File: src/rtl/counter_ctrl_if.sv
// Command handshake bundle for counter_ctrl: valid/ready plus op and data.
interface counter_ctrl_if;
  logic       cmd_valid_in;
  logic       cmd_ready_out;
  logic [1:0] cmd_op_in;
  logic [7:0] cmd_data_in;

  modport master (output cmd_valid_in, cmd_op_in, cmd_data_in, input cmd_ready_out);
  modport slave  (input cmd_valid_in, cmd_op_in, cmd_data_in, output cmd_ready_out);
endinterface

File: src/rtl/counter_ctrl.sv
// Sequences LOAD/UP/DOWN/HOLD commands onto an external 8-bit counter and tracks its expected value.
// Optional macro CNT_CTRL_CHECK_EN: compare observed counter against expected in CHECK, sticky err_out.
module counter_ctrl (
  input  logic           clk_in,
  input  logic           nrst_in,
  counter_ctrl_if.slave  cmd,
  output logic           en_ctrl_out,
  output logic           set_ctrl_out,
  output logic           up_ctrl_out,
  output logic [7:0]     counter_val_out,
  input  logic [7:0]     counter_obs_in,
  input  logic           ovf_in,
  output logic           busy_out,
  output logic           done_out,
  output logic [7:0]     result_out,
  output logic           wrap_out,
  output logic           err_out
);
  localparam logic [2:0] S_IDLE  = 3'd0;
  localparam logic [2:0] S_LOAD  = 3'd1;
  localparam logic [2:0] S_RUN   = 3'd2;
  localparam logic [2:0] S_CHECK = 3'd3;
  localparam logic [2:0] S_DONE  = 3'd4;

  localparam logic [1:0] OP_LOAD = 2'd0;
  localparam logic [1:0] OP_UP   = 2'd1;
  localparam logic [1:0] OP_DOWN = 2'd2;

  logic [2:0] state;
  logic [1:0] op_q;
  logic [7:0] cnt_q;
  logic [7:0] exp_q;
  logic       wrap_q;
  logic       accept;
  logic       run_en;

  assign cmd.cmd_ready_out = (state == S_IDLE) && nrst_in;
  assign accept            = cmd.cmd_valid_in && cmd.cmd_ready_out;
  assign run_en            = (state == S_RUN) && ((op_q == OP_UP) || (op_q == OP_DOWN));

  assign en_ctrl_out  = run_en;
  assign up_ctrl_out  = run_en && (op_q == OP_UP);
  assign set_ctrl_out = (state == S_LOAD);
  assign busy_out     = (state != S_IDLE);
  assign done_out     = (state == S_DONE);
  assign wrap_out     = wrap_q;

`ifdef CNT_CTRL_CHECK_EN
  logic err_q;
  logic mismatch;
  assign mismatch = (counter_obs_in != exp_q) || (ovf_in != (exp_q == 8'hFF));
  assign err_out  = err_q;
`else
  logic unused_ovf;
  assign unused_ovf = ovf_in;
  assign err_out    = 1'b0;
`endif

  always_ff @(posedge clk_in or negedge nrst_in) begin
    if (!nrst_in) begin
      state           <= S_IDLE;
      op_q            <= 2'd0;
      cnt_q           <= 8'd0;
      exp_q           <= 8'd0;
      counter_val_out <= 8'd0;
      result_out      <= 8'd0;
`ifdef CNT_CTRL_CHECK_EN
      err_q           <= 1'b0;
`endif
    end else begin
      case (state)
        S_IDLE: if (accept) begin
          op_q  <= cmd.cmd_op_in;
          cnt_q <= cmd.cmd_data_in;
          if (cmd.cmd_op_in == OP_LOAD) begin
            // Load value is registered here so it holds after the LOAD cycle.
            counter_val_out <= cmd.cmd_data_in;
            state           <= S_LOAD;
          end else if (cmd.cmd_data_in == 8'd0) begin
            state <= S_CHECK;
          end else begin
            state <= S_RUN;
          end
        end
        S_LOAD: begin
          exp_q <= counter_val_out;
          state <= S_CHECK;
        end
        S_RUN: begin
          if (run_en) exp_q <= (op_q == OP_UP) ? exp_q + 8'd1 : exp_q - 8'd1;
          cnt_q <= cnt_q - 8'd1;
          if (cnt_q == 8'd1) state <= S_CHECK;
        end
        S_CHECK: begin
          result_out <= counter_obs_in;
`ifdef CNT_CTRL_CHECK_EN
          if (mismatch) begin
            err_q <= 1'b1;
            exp_q <= counter_obs_in;
          end
`endif
          state <= S_DONE;
        end
        S_DONE:  state <= S_IDLE;
        default: state <= S_IDLE;
      endcase
    end
  end

  // Pulse lands in the cycle after the wrapping exp update.
  always_ff @(posedge clk_in or negedge nrst_in) begin
    if (!nrst_in) wrap_q <= 1'b0;
    else          wrap_q <= run_en && (((op_q == OP_UP) && (exp_q == 8'hFF)) ||
                                       ((op_q == OP_DOWN) && (exp_q == 8'h00)));
  end
endmodule

File: src/flat_wrapper.sv
// flat-port wrapper written by rule: the top's interface ports become plain ports
module counter_ctrl_flat 
  (clk_in, nrst_in, en_ctrl_out, set_ctrl_out, up_ctrl_out, counter_val_out, counter_obs_in, ovf_in, busy_out, done_out, result_out, wrap_out, err_out, cmd_cmd_valid_in, cmd_cmd_op_in, cmd_cmd_data_in, cmd_cmd_ready_out);
  counter_ctrl_if cmd_i ();
  input  logic clk_in;
  input  logic nrst_in;
  output logic en_ctrl_out;
  output logic set_ctrl_out;
  output logic up_ctrl_out;
  output logic [7:0] counter_val_out;
  input  logic [7:0] counter_obs_in;
  input  logic ovf_in;
  output logic busy_out;
  output logic done_out;
  output logic [7:0] result_out;
  output logic wrap_out;
  output logic err_out;
  input wire logic [$bits(cmd_i.cmd_valid_in)-1:0] cmd_cmd_valid_in;
  input wire logic [$bits(cmd_i.cmd_op_in)-1:0] cmd_cmd_op_in;
  input wire logic [$bits(cmd_i.cmd_data_in)-1:0] cmd_cmd_data_in;
  output wire logic [$bits(cmd_i.cmd_ready_out)-1:0] cmd_cmd_ready_out;
  assign cmd_i.cmd_valid_in = cmd_cmd_valid_in;
  assign cmd_i.cmd_op_in = cmd_cmd_op_in;
  assign cmd_i.cmd_data_in = cmd_cmd_data_in;
  assign cmd_cmd_ready_out = cmd_i.cmd_ready_out;
  counter_ctrl u_core (.clk_in(clk_in), .nrst_in(nrst_in), .cmd(cmd_i), .en_ctrl_out(en_ctrl_out), .set_ctrl_out(set_ctrl_out), .up_ctrl_out(up_ctrl_out), .counter_val_out(counter_val_out), .counter_obs_in(counter_obs_in), .ovf_in(ovf_in), .busy_out(busy_out), .done_out(done_out), .result_out(result_out), .wrap_out(wrap_out), .err_out(err_out));
endmodule
File: config.mk
export PLATFORM = sky130hd
export DESIGN_NAME = counter_ctrl_flat
export DESIGN_NICKNAME = d
export VERILOG_FILES = /design/src/rtl/counter_ctrl_if.sv /design/src/rtl/counter_ctrl.sv /design/src/flat_wrapper.sv
export SDC_FILE = /design/constraint.sdc
export NUM_CORES = 1
export LEC_CHECK = 0
export ABC_CLOCK_PERIOD_IN_PS = 2500
export BUFFER_PORTS_ARGS = -buffer_cell sky130_fd_sc_hd__buf_2
export CAP_MARGIN = 5
export CELL_PAD_IN_SITES_DETAIL_PLACEMENT = 0
export CELL_PAD_IN_SITES_GLOBAL_PLACEMENT = 1
export CORE_MARGIN = 8
export CORE_UTILIZATION = 43
export CTS_BUF_LIST = sky130_fd_sc_hd__clkbuf_4
export CTS_CLUSTER_SIZE = 28
export DETAILED_ROUTE_END_ITERATION = 10
export PLACE_DENSITY = 0.92
export SYNTH_ARGS = -nofsm -noshare
export SYNTH_HDL_FRONTEND = slang
export SYNTH_SLANG_ARGS = --single-unit
File: constraint.sdc
create_clock -name clk_in -period 2.5 [get_ports clk_in]
set_input_delay 0 -clock clk_in [delete_from_list [all_inputs] [get_ports clk_in]]
set_output_delay 0 -clock clk_in [all_outputs]
set_load 0.02 [all_outputs]
======== Word-level counts from Yosys, hierarchy flattened ========
Index checks and enable logic that the tools add are counted.
word-level totals
  register bits ........................... 38
  output and inout port bits .............. 24
cells by class
  reduce and logical (&&, ||, !) cells .... 21
  add/sub/neg operators ................... 3
  multiplexer cells ....................... 10
  eq/ne operators ......................... 11
operators with widths
  operator             number
  $pmux 8 s2           2
  $mux 8               3
  $logic_not 8->1      2
  $sub 8x1->8 const B  2
  $pmux 3 s4           1
  $mux 3               3
  $add 8x1->8 const B  1
  $eq 8x1->1 const B   1
  $eq 8x8->1 const B   1
  $reduce_and 2->1     4
  $logic_and 1x1->1    7
  $eq 3x2->1 const B   2
  $ne 2x1->1 const B   2
  $reduce_bool 2->1    2
  $eq 3x1->1 const B   1
  $eq 3x3->1 const B   1
  $logic_not 3->1      1
  $reduce_and 3->1     1
  $reduce_bool 3->1    1
  $eq 2x1->1 const B   1
  $eq 2x2->1 const B   1
  $logic_not 2->1      1
  $logic_or 1x1->1     2
  $ne 2x2->1 const B   1
  $mux 1               1

======== Logic depth before layout (Yosys ltp) ========
  depth after elaboration ................. 5
  mapped depth ............................ 9

======== Least setup slack after synthesis ========
OpenSTA, ideal clock, no wires.
  kind .................................... reg2reg
  start point ............................. reg u_core.op_q[1]
  end point ............................... reg u_core.exp_q[7]
  required time ........................... 2.432 ns
  arrival ................................. 2.196 ns
  setup time .............................. 0.068 ns
  stages on the path, launching flop included .. 10
  path slack .............................. 0.235 ns
  period minus slack after synthesis ...... 2.265 ns
  cells stage by stage .................... dfrtp_1 inv_1 ha_1 inv_1 ha_1 o211ai_1 o21ai_2 o31a_1 a2111o_1 nand3_1
on the way
  longest elaborated chain between the ends .. 5
  elaborated cells between the ends (all ways) .. 9
ends and longest elaborated chain
  item                                      line                                    RTL
  from (decl)                               counter_ctrl.sv:30                      logic [1:0] op_q;
  from (signal assigned)                    counter_ctrl.sv:73                      op_q <= cmd.cmd_op_in;
  $eq 2x1->1 or $eq 2x2->1 (tied branches)  counter_ctrl.sv:39, counter_ctrl.sv:90
  $logic_or 1x1->1                          counter_ctrl.sv:39                      assign run_en = (state == S_RUN) && ((op_q == OP_UP) || (op_q == OP_DOWN));
  $logic_and 1x1->1                         counter_ctrl.sv:39
  $ne 2x1->1 (no source line)               -
  $reduce_and 2->1 (no source line)         -
  to (signal assigned)                      counter_ctrl.sv:86                      exp_q <= counter_val_out;
  to (signal assigned)                      counter_ctrl.sv:90                      if (run_en) exp_q <= (op_q == OP_UP) ? exp_q + 8'd1 : exp_q - 8'd1;
  to (decl)                                 counter_ctrl.sv:32                      logic [7:0] exp_q;
Several ways; a longest one is shown, not always the timed one. The select of a mux whose other input is x is not followed.
A chain may end at the register's enable or synchronous reset.

======== Worst setup path in the final report ========
Ends and elaborated chain as after synthesis.

==> results.md <==
- Status: finished clean
- Slew @ Worst Pin: 0.604 ns
- Synth Cell Area: 2160 um2
- Initial core utilization: 43.5%
- Post-layout util: 54.0%
- FF-to-FF Start: u_core.op_q[1]$_DFFE_PN0P_
- Antenna violations before repair: 0
- Vias per inst: 5.22
- First drt pass iteration count: 4
- Clk root buf: clkbuf_4
- # clock sinks: 38
- Cell area after layout: 2690 um2
- Net count after synthesis: 256
- Non-filler cells, final: 359
- Power per cell area: 1360 nW/um2
- Avg WL per Cell: 14.3 um
- Clock period minus worst slack: 2.32 ns
- CP Launch Type: flop
- Inst Count DP: 333
- Crit Path Max Fanout: 10
- Min-Delay Path Class: primary input to flop
- Fraction of registers with async set/reset: 100%
- Final period util: 92.7%
- Row count: 26
- Met2 routed WL: 2.56 mm
- DP HPWL: 3.77 mm
- H-tree lvl count: 2
- Fin. Hold Viols: 0
- Port Buffer Count: 43
- Met3 wire len: 276 um
- Crit Path Category: flop to flop
- Aggregate global routing overflow: 0
- Slowest-stage cell, CP: dfrtp_1
- Post-synthesis sequential area ratio: 43.9%
- Avg Cell Area, Syn: 9.75 um2
- P&R area growth vs syn: 24.2%
- IO Pins: 46
- Via Count: 1874
- CP top delay family: compound AO/OA/AOI/OAI gates
- VDD IR-drop max: 0.594 mV
- Critical path data arrival time: 2.60 ns
- Lkg Pwr: 1.28 nW
- Most common cell in the netlist: nand2_1
- First-pass GRT wire length: 8.87 mm
- Top routing layer in use: met4
- Wire length on met1: 2.24 mm
- Post-synth top cells: nand2_1, dfrtp_1, nor2_1, a21oi_1
- CP Capture Type: flop
- Synth Instances: 222
- Yosys warning total: 0
- Slew Viols, Final: 0
- Clock-pin slew on the worst setup and hold paths: 0.11 ns
- Required @ worst endpoint: 2.78 ns
- Most common cell on crit path: ha_1
- Antenna cell count: 0
- Total core area: 4980 um2
- All-Layer GR Usage: 14.7%
- CTS tree: built
- Clock Latency Late Sink: 0.34 ns
- Chip width: 87.0 um
- Placer congestion estimate: 0.826
- CP Buf/Inv Count: 2
- Initial drt markers: 59
- WL final: 5.14 mm
- Post-synthesis register bit count: 38
- Yosys top cell by area: dfrtp_1
- Final setup skew: 0.0132 ns
- Finish-stage setup viols: 0
- Max-Cap Viols: 0
- Placed cell area: 2450 um2
- Share of layout cells above drive strength 1: 25.6%
- ANT nets after route: 0
- Slowest stage delay, CP: 0.40 ns
- Die height: 87.0 um
- Clock buffer depth: 2
- Slew headroom: 59.8%
- CTS buffer count: 5
- Main synth FF type: dfrtp_1
- Max Clock Freq: 0.431 GHz
- DIE AREA: 7560 um2
- Final TNS setup: 0 ns
- Largest net degree at the start of global routing: 40
- Nets: 323
- Unrepaired setup endpoints after global routing: false
- EDFF count, synth: 0
- Min-delay src: cmd_cmd_valid_in
- CP Launch Point: u_core.op_q[1]$_DFFE_PN0P_
- Synth top area cells: dfrtp_1, nand2_1, ha_1, mux2_2, a21oi_1
- Synth top area share: 43.9%
- # DRC: 0
- Vias in the first global route: 1922
- Crit-path cells: inv_1 -> ha_1 -> inv_2 -> ha_1 -> a21oi_1 -> o21ai_2 -> o31a_1 -> a2111o_1 -> nand3_1
- Synth cell types: 50
[final timing paths]
kind                                                          to  slack [ns]  cells after the start
max                                  u_core.exp_q[7]$_DFFE_PN0P_        0.18                      9
min                                   u_core.op_q[1]$_DFFE_PN0P_        0.20                      3
max reg2reg                          u_core.exp_q[7]$_DFFE_PN0P_        0.18                      9
min reg2reg                     u_core.result_out[7]$_DFFE_PN0P_        0.49                      2
max in group asynchronous  u_core.counter_val_out[1]$_DFFE_PN0P_        1.86                      3
min in group asynchronous            u_core.state[2]$_DFFE_PN0P_        0.30                      3
[tightest hold or removal path: stages]
cell and delay, ns:
buf_2 0.08, and3_1 0.30, o21ai_0 0.11
[power breakdown]
| group | switching (mW) | internal (mW) |
|---|---|---|
| combinational | 1.21 | 0.969 |
| sequential | 0.272 | 0.910 |
| clock | 0.196 | 0.101 |
[stage by stage]
step	hold WS, ns	power (mW)	worst slack, ns
CTS	0.183	3.69	0.0804
detailed placement	0.165	3.35	0.0943
global placement	0.161	3.28	0.165
finish	0.196	3.65	0.182
global route	0.212	4.02	0.0192
floorplan	-0.296	2.79	0.235
[placed cells by master (no fill, tap or decap), types with 2 or more instances in the layout]
cell and count:
nor3_1 7, or3_1 2, nand3_1 8, buf_2 43, ha_1 11, nor4_1 5
or2_1 2, and3_1 2, dfrtp_1 38, nor2_1 13, o21ai_0 11, a21oi_1 12
mux2_2 9, a21o_1 4, o211ai_1 4, mux2i_1 3, nand3b_1 2, buf_4 6
clkinv_2 2, dlygate4sd3_1 19, clkbuf_4 5, nand4_1 3, xnor2_1 2, a211oi_1 3
nand2_1 41, o311ai_0 2, inv_1 5
[metal layers]
layer	up-vias	global-route usage [%]
li1	929	-
met1	895	17.4
met2	43	25.3
met3	7	4.25
met4	0	3.91
met5	-	0
[kinds of logic (layout without fill, tap and decap cells)]
family,count (synthesis),count (layout),share of synthesized area [%]
XOR/XNOR,3,3,1.21
flip-flops,38,38,43.9
other,1,1,0.173
AND/OR/NAND/NOR,93,93,22.1
AO/OA/AOI/OAI,48,48,15.1
adder cells (fa/ha/maj),12,12,7.28
multiplexers,12,12,6.07
buffers and inverters,15,82,4.05
[registers in the layout, summed over array words and instances (netlist names)]
signal / cells
u_core.cnt_q: 8
u_core.counter_val_out: 8
u_core.exp_q: 8
u_core.op_q: 2
u_core.result_out: 8
u_core.state: 3
u_core.wrap_out: 1
[layout make-up]
class	count	area (um2)
timing repair buffer	68	450
multi-input combinational	169	1130
sequential	38	951
fill	458	2290
clock buffer	5	37.5
clock inverter	2	10.0
inverter	7	26.3
tap	70	87.6
[what timing repair did]
action                                  4_1_cts  5_1_grt
endpoints found under the setup margin        0        2
setup buffers                                 0        0
hold buffers                                 19        0
resized for setup                             0        1
endpoints found under the hold margin        64        0
No activity file was read; power rests on OpenSTA's default activity.
